**config.mk**
```make
export PLATFORM = sky130hd
export DESIGN_NAME = pipelined_shifter
export DESIGN_NICKNAME = d
export VERILOG_FILES = /design/src/rtl/pipelined_shifter.sv
export SDC_FILE = /design/constraint.sdc
export NUM_CORES = 1
export LEC_CHECK = 0
export ABC_CLOCK_PERIOD_IN_PS = 2270
export BUFFER_PORTS_ARGS = -buffer_cell sky130_fd_sc_hd__buf_2
export CAP_MARGIN = 20
export CORE_AREA = 3 3 127 129
export DETAILED_ROUTE_END_ITERATION = 8
export DIE_AREA = 0 0 130 132
export PLACE_DENSITY = 0.7
export SYNTH_ARGS = -nofsm -noshare
export SYNTH_HDL_FRONTEND = slang
export SYNTH_SLANG_ARGS = --single-unit
```
**constraint.sdc**
```tcl
create_clock -name clk -period 2.27 [get_ports clk]
set_input_delay 0.454 -clock clk [delete_from_list [all_inputs] [get_ports clk]]
set_output_delay 0.454 -clock clk [all_outputs]
set_load 0.005 [all_outputs]
```
**src/rtl/pipelined_shifter.sv**
```systemverilog
// Purpose: pipelined SLL/SRL/SRA/ROL/ROR on an XLEN-bit operand, with a sideband tag carried alongside.
// Latency: STAGES cycles; the log2(XLEN) shift levels are spread evenly across the register stages.
// Backpressure: valid/ready per stage; in_ready is combinational from out_ready, so there are no bubbles.
module pipelined_shifter #(
    parameter int XLEN   = 32,
    parameter int STAGES = 2,
    parameter int TAG_W  = 5
) (
    input  logic                     clk,
    input  logic                     rst_n,
    input  logic                     flush,
    input  logic                     in_valid,
    output logic                     in_ready,
    input  logic [XLEN-1:0]          in_data,
    input  logic [$clog2(XLEN)-1:0]  in_shamt,
    input  logic [2:0]               in_op,
    input  logic [TAG_W-1:0]         in_tag,
    output logic                     out_valid,
    input  logic                     out_ready,
    output logic [XLEN-1:0]          out_data,
    output logic [TAG_W-1:0]         out_tag
);

    localparam int LVLS = $clog2(XLEN);

    typedef struct packed {
        logic [XLEN-1:0]  data;
        logic [LVLS-1:0]  shamt;
        logic [2:0]       op;
        logic [TAG_W-1:0] tag;
    } stage_t;

    stage_t             src_s [STAGES];
    stage_t             stg_d [STAGES];
    stage_t             stg_q [STAGES];
    logic [STAGES-1:0]  vld_q;
    logic [STAGES-1:0]  vld_src;
    logic [STAGES-1:0]  load;
    logic               accept;

    // One shift level by a fixed power of two. SRA fills with the current MSB, which
    // always equals the original operand MSB because earlier levels also sign-filled.
    function automatic logic [XLEN-1:0] lvl(input logic [XLEN-1:0] d,
                                            input logic [2:0]      op,
                                            input int              sh);
        logic [XLEN-1:0] r;
        case (op)
            3'b000:  r = d << sh;
            3'b001:  r = d >> sh;
            3'b011:  r = $unsigned($signed(d) >>> sh);
            3'b100:  r = (d << sh) | (d >> (XLEN - sh));
            3'b101:  r = (d >> sh) | (d << (XLEN - sh));
            default: r = d;
        endcase
        return r;
    endfunction

    // A stage loads when every stage from it to the output is either empty or the output drains.
    always_comb begin
        logic acc;
        acc  = out_ready;
        load = '0;
        for (int k = STAGES - 1; k >= 0; k--) begin
            acc     = acc || !vld_q[k];
            load[k] = acc;
        end
    end

    assign in_ready = rst_n && !flush && load[0];
    assign accept   = in_valid && in_ready;

    // Source of each stage: the input port for stage 0, the previous register otherwise.
    always_comb begin
        src_s[0]   = '{data: in_data, shamt: in_shamt, op: in_op, tag: in_tag};
        vld_src[0] = accept;
        for (int k = 1; k < STAGES; k++) begin
            src_s[k]   = stg_q[k-1];
            vld_src[k] = vld_q[k-1];
        end
    end

    // Apply the shift levels owned by each stage: level j lives in stage floor(j*STAGES/LVLS).
    always_comb begin
        for (int k = 0; k < STAGES; k++) begin
            stg_d[k] = src_s[k];
            for (int j = 0; j < LVLS; j++) begin
                if (((j * STAGES) / LVLS) == k && src_s[k].shamt[j])
                    stg_d[k].data = lvl(stg_d[k].data, src_s[k].op, 1 << j);
            end
        end
    end

    // Valid bits: cleared by reset or flush, otherwise shifted forward wherever a stage loads.
    always_ff @(posedge clk or negedge rst_n) begin
        if (!rst_n) begin
            vld_q <= '0;
        end else if (flush) begin
            vld_q <= '0;
        end else begin
            for (int k = 0; k < STAGES; k++)
                if (load[k]) vld_q[k] <= vld_src[k];
        end
    end

    // Payload registers: only move on load, so a stalled output holds its data and tag.
    always_ff @(posedge clk or negedge rst_n) begin
        if (!rst_n) begin
            for (int k = 0; k < STAGES; k++) stg_q[k] <= '0;
        end else begin
            for (int k = 0; k < STAGES; k++)
                if (load[k]) stg_q[k] <= stg_d[k];
        end
    end

    assign out_valid = vld_q[STAGES-1];
    assign out_data  = stg_q[STAGES-1].data;
    assign out_tag   = stg_q[STAGES-1].tag;

    // The last stage's shift amount and op have no consumer after the final level.
    logic unused_last;
    assign unused_last = ^{stg_q[STAGES-1].shamt, stg_q[STAGES-1].op};

endmodule

```
# --- Word-level counts from Yosys, hierarchy flattened ---
# Cells that the tools add are included.
classes:
  eq_ne: 8
  muxes: 13
  bitwise_logic: 9
  reduce_logical: 13
op_table:
  columns: ["op", "n"]
  rows:
  - ["32-bit case mux with 5 select lines", 4]
  - ["32-bit 2-to-1 mux", 5]
  - ["32-bit case mux with 4 select lines", 1]
  - ["16-bit by 32-bit OR with 32-bit output", 1]
  - ["24-bit by 32-bit OR with 32-bit output", 1]
  - ["28-bit by 32-bit OR with 32-bit output", 1]
  - ["30-bit by 32-bit OR with 32-bit output", 1]
  - ["31-bit by 32-bit OR with 32-bit output", 1]
  - ["32-bit by 1-bit OR with 32-bit output", 1]
  - ["32-bit by 2-bit OR with 32-bit output", 1]
  - ["32-bit by 4-bit OR with 32-bit output", 1]
  - ["32-bit by 8-bit OR with 32-bit output", 1]
  - ["3-bit == test (second input constant)", 4]
  - ["3-bit by 1-bit == test with 1-bit output (second input constant)", 2]
  - ["3-bit by 2-bit == test with 1-bit output (second input constant)", 2]
  - ["3-bit zero test", 2]
  - ["2-bit nonzero test", 2]
  - ["1-bit logical AND", 3]
  - ["1-bit zero test", 3]
  - ["1-bit logical OR", 2]
  - ["1-bit 2-to-1 mux", 2]
  - ["2-bit 2-to-1 mux", 1]
  - ["2-bit OR reduction", 1]
totals:
  ff_bits: 84
  input_bits: 50
  output_inout_bits: 39
  elab_cells: 51

# --- Logic depth before layout (Yosys ltp) ---
logic_depth:
  word_depth: 9
  ltp_mapped: 10
  depth_no_buf: 6

# --- Worst setup path before layout ---
# OpenSTA, ideal clock, no wires.
synth_timing:
  path_kind: "input port to flip-flop"
  startpoint: "input port in_op[2]"
  endpoint: "register stg_q, in the netlist src_s[22]"
  setup_time_ns: 0.136
  t_arrival_ns: 1.952
  required_ns: 2.134
  setup_slack_ns: 0.182
  path_stages: 10
  path_buffers: 4
  cell_sequence: "buf_6 > nand2b_4 > buf_6 > a21oi_4 > buf_6 > buf_8 > mux2i_1 > o221ai_1 > a32oi_1 > o21ai_0"
synth_via:
  elab_chain_len: 9
synth_rtl:
  columns: ["item", "line_no", "source"]
  rows:
  - ["start, declared", "16", "input logic [2:0] in_op,"]
  - ["3-bit == test, or another cell as far along", "47", "case (op)"]
  - ["32-bit case mux with 5 select lines", "47", null]
  - ["32-bit 2-to-1 mux", "87", "if (((j * STAGES) / LVLS) == k && src_s[k].shamt[j])"]
  - ["30-bit by 32-bit OR with 32-bit output / 32-bit by 2-bit OR with 32-bit output (equally long branches)", "52, 51", null]
  - ["32-bit case mux with 5 select lines", "47", null]
  - ["32-bit 2-to-1 mux", "87", null]
  - ["28-bit by 32-bit OR with 32-bit output / 32-bit by 4-bit OR with 32-bit output (equally long branches)", "52, 51", null]
  - ["32-bit case mux with 5 select lines", "47", null]
  - ["32-bit 2-to-1 mux *", "87", null]
  - ["end signal, assigned by index", "111", "if (load[k]) stg_q[k] <= stg_d[k];"]
  - ["end, declared", "35", "stage_t stg_q [STAGES];"]
# Mark *: on every way between the ends. The rest lies on a longest branch, timed or not.
# A chain may end at the register's enable or synchronous reset.

# --- Worst setup path after layout ---
layout_timing:
  startpoint: "input port in_op[1]"
  endpoint: "register stg_q, in the netlist src_s[21]"
# The elaborated chain is that of the path after synthesis.

==> run summary <==
Power
- **Gate power share** 0.345
- **Worst IR Drop VDD** 372 uV
- **total design power** 5.25 mW
- **net switching power figure** 1.81 mW
- **cell leakage power** 3.80 nW
- **P per Cell Area** 592 nW/um^2
- **Cell Int Power** 3.44 mW
- **Sw Share** 0.345
- **share of total power in the clock network** 0.302
- **portion of total power attributed to sequential cells** 0.352

Layout
- **signed area change from the synthesized netlist to the final layout** 26.6%
- **antenna cell count** 0
- **layout cells sized above 1** 0.279
- **number of nets in the layout** 1096
- **non-filler instance count after layout** 1239

Synth
- **area of the mapped netlist** 7000 sq um
- **share of Yosys cell area claimed by the top area cell type** 0.289
- **main flop type after synthesis** dfrtp_1
- **combinational family with the most area after synthesis** compound AO/OA/AOI/OAI gates
- **most numerous cell types in the synthesized netlist** nand2_1 (90), a21oi_1 (89), dfrtp_1 (81), o21ai_0 (75)
- **area fraction in and, or, nand and nor cells after synthesis** 0.164
- **adder and majority cell fraction of the synthesized area** 0
- **most frequent cell after synthesis** nand2_1
- **number of enable-type register cells in the synthesized netlist** 0
- **count of mapped cells out of synthesis** 880
- **Yosys warning count** 0
- **flops & latches, synth** 81
- **proportion of synthesized chip area in sequential cells** 0.289
- **Post-Synth XOR/XNOR Area** 0
- **share of the synthesized area in compound gates (AO/OA/AOI/OAI)** 0.435
- **mean cell area of the mapped netlist** 7.96 sq um
- **proportion of register bits with asynchronous set or reset after synthesis** 1.00
- **Syn Nets** 930
- **mux share of post-synthesis cell area** 0.0365
- **cell type contributing the most total cell area after synthesis** dfrtp_1
- **cells taking the most area after synthesis** dfrtp_1 (29%), a21oi_1 (6.4%), o21ai_0 (5.4%), nand2_1 (4.8%), a221o_1 (3.7%)
- **Synth cell types** 81

Floorplan
- **standard cell core area** 15100 sq um
- **die width** 130 microns
- **Starting Density** 0.462
- **boundary pin count** 89
- **site row count** 45
- **die area** 17200 sq um
- **die extent in y** 132 microns

Global routing
- **overall overflow remaining after global route** 0
- **wire length of the first global-routing pass** 45500 microns
- **GRT Total Usage** 0.336
- **number of global-route vias before repair** 7883
- **antenna violations before repair** 0
- **largest net degree at the start of global routing** 70

Timing
- **final total negative setup slack** 0 ns
- **post-route clock period utilization** 0.976
- **FMAX** 0.451 GHz
- **clock tree skew after final layout** 0.00771 ns
- **Hold Fails Final Rpt** 0
- **transition time of the tightest slew-check pin** 0.869 ns
- **RSZ-0062 raised after global routing** no
- **Post-Route Hold Slack** 0.300 ns
- **final critical delay including setup and external delays** 2.22 ns
- **final setup violating endpoints** 0
- **number of pins exceeding their max-slew limit in the final report** 0
- **worst slew margin relative to its limit** 0.420

Place
- **Inst Count DP** 1222
- **Detailed Place HPWL** 22200 microns
- **port buffer count** 88
- **weighted congestion reported at the end of routability-driven placement** 1.01

Clock tree
- **source-to-sink clock delay at the later pin of the worst-skew pair** 0.34 ns
- **clock tree sinks** 81
- **Num CTS Buffers** 9
- **TritonCTS clock tree** built
- **clk buf depth** 2
- **clock-pin slew on the worst setup and hold paths** 0.06 ns
- **post-CTS setup buffer count** 0
- **Clk Tree Root Cell** clkbuf_16
- **H-tree depth reported by CTS** 3

Min path
- **Hold Path Class** in -> reg

Worst setup path
- **Worst Setup SP** in_op[1]
- **start-to-end type of the worst setup path** in -> reg
- **cells on worst reg2reg path** 6
- **setup slack of the worst register-to-register path** 0.16 ns
- **Critical Path Sink Type** flip-flop
- **ordered cell list for the critical path** buf_2 -> or2_2 -> buf_4 -> nor2_1 -> o32a_1 -> o21ai_0 -> o32ai_1 -> a221o_1
- **number of stages on the worst setup path** 8
- **capturing point of the worst reg2reg path** out_data[3]$_DFFE_PN0P_
- **Largest delay share family, worst path** compound AO/OA/AOI/OAI gates
- **maximum fanout along the worst path** 13
- **buffering stage count on the worst path with inverters included** 2
- **Worst Path Arrival** 2.43 ns
- **crit start category** input port
- **end point of the critical path** src_s[21]$_DFFE_PN0N_
- **slowest cell on the critical path** or2_2
- **Critical Path Max Stage Delay** 0.36 ns
- **Reg-to-Reg Start** src_s[5]$_DFFE_PN0N_
- **Worst Path Required** 2.49 ns

Drt
- **DRC violation count after routing** 0
- **routed via count** 8558
- **First DRT Iteration DRCs** 1291
- **Routed wire per std cell** 23.5 microns
- **TritonRoute pass-1 iters** 6
- **Avg Vias per Cell** 6.91
- **Antenna Nets Post-Route** 0
- **Total Wirelength** 29100 microns

Status
- **run status** finished, final reports clean

Job
- **total of max-cap violations** 0

sequential cells by signal, indices dropped and copies added, names as in the netlist:
name      cells
out_data     32
src_s        42
vld_q         2
out_tag       5
cell families after synthesis:
family | count (synthesis)
AOI/OAI and AO/OA | 427
buffers and inverters | 106
DFF | 81
muxes | 25
and+or+nand+nor | 241
layout by cell type, fill, tap and decap left out, types with 4 or more instances in the layout:
master and count:
nand3_1 33, nand2_1 90, o21ai_1 4, buf_2 87, dfrtp_1 81, inv_1 13
nor2_1 42, and2_1 5, o211ai_1 12, a22o_1 19, a31oi_1 10, nor2b_1 7
o32ai_1 5, a211oi_1 14, nand2b_1 17, or3_1 5, mux2i_1 21, o22ai_1 25
a32oi_1 14, o21ai_0 75, mux2_2 4, or2_2 4, o32a_1 6, buf_4 148
buf_12 10, a32o_1 8, a221o_1 26, nor3_1 18, o21a_1 21, clkbuf_16 9
a22oi_1 12, a21oi_1 89, o2bb2ai_1 4, a221oi_1 6, o221ai_1 28
how the worst min path moves through the flow:
| stage | end | depth (start not counted) | start | slack [ns] |
|---|---|---|---|---|
| 2_1_floorplan | out_data[0]$_DFFE_PN0P_ | 0 | rst_n | 0.16 |
| 3_3_place_gp | src_s[5]$_DFFE_PN0N_ | 1 | rst_n | 0.34 |
| 3_5_place_dp | src_s[5]$_DFFE_PN0N_ | 1 | rst_n | 0.33 |
| 4_1_cts | vld_q[1]$_DFFE_PN0P_ | 2 | flush | 0.29 |
| 5_1_grt | vld_q[0]$_DFFE_PN0P_ | 2 | flush | 0.29 |
| 6_report | vld_q[1]$_DFFE_PN0P_ | 2 | flush | 0.30 |
per-layer routing:
layer	wire [microns]	share of wire	track usage	vias up
li1	-	-	-	3769
met1	11500	0.39	0.475	4083
met2	13200	0.45	0.506	598
met3	3170	0.11	0.0701	108
met4	1250	0.043	0.119	0
met5	0	0	0	-
area by class of cell:
type,count,area (sq um)
well taps,188,235
repair buffers,246,1760
inverters,15,56.3
fillers,1431,6280
multi-input cells,693,4460
clock buffers,10,239
flip-flops and latches,81,2030
clock inverters,6,91.3
metrics by stage:
step | utilization | setup WS (ns) | instance area [sq um]
2_1_floorplan | - | 0.182 | 7000
3_3_place_gp | 0.562 | -0.190 | 8520
4_1_cts | 0.585 | 0.0172 | 8860
6_report | 0.585 | 0.0537 | 8860
3_5_place_dp | 0.562 | -0.233 | 8520
5_1_grt | 0.585 | 0.0167 | 8860
worst register-to-register path: cells and delay by family, from the launching register on:
kind	cells	cell delay [ns]
and+or+nand+nor	2	0.83
DFF	1	0.43
AOI/OAI and AO/OA	4	0.79
timing repair:
action                                  in CTS  in global routing
hold endpoints to repair                    12                  0
hold buffers                                 1                  0
endpoints found under the setup margin       0                 35
resized for setup                            0                  3
power by group through the flow:
stage                     Combinational (mW)  Clock (mW)  Sequential [mW]
after detailed placement                1.76           0             1.86
after CTS                               1.77        1.60             1.84
after global routing                    1.95        1.67             1.87
final                                   1.81        1.59             1.85
after global placement                  1.75           0             1.85
after floorplan                        0.972           0             1.80
(Power assumes the default switching activity.)
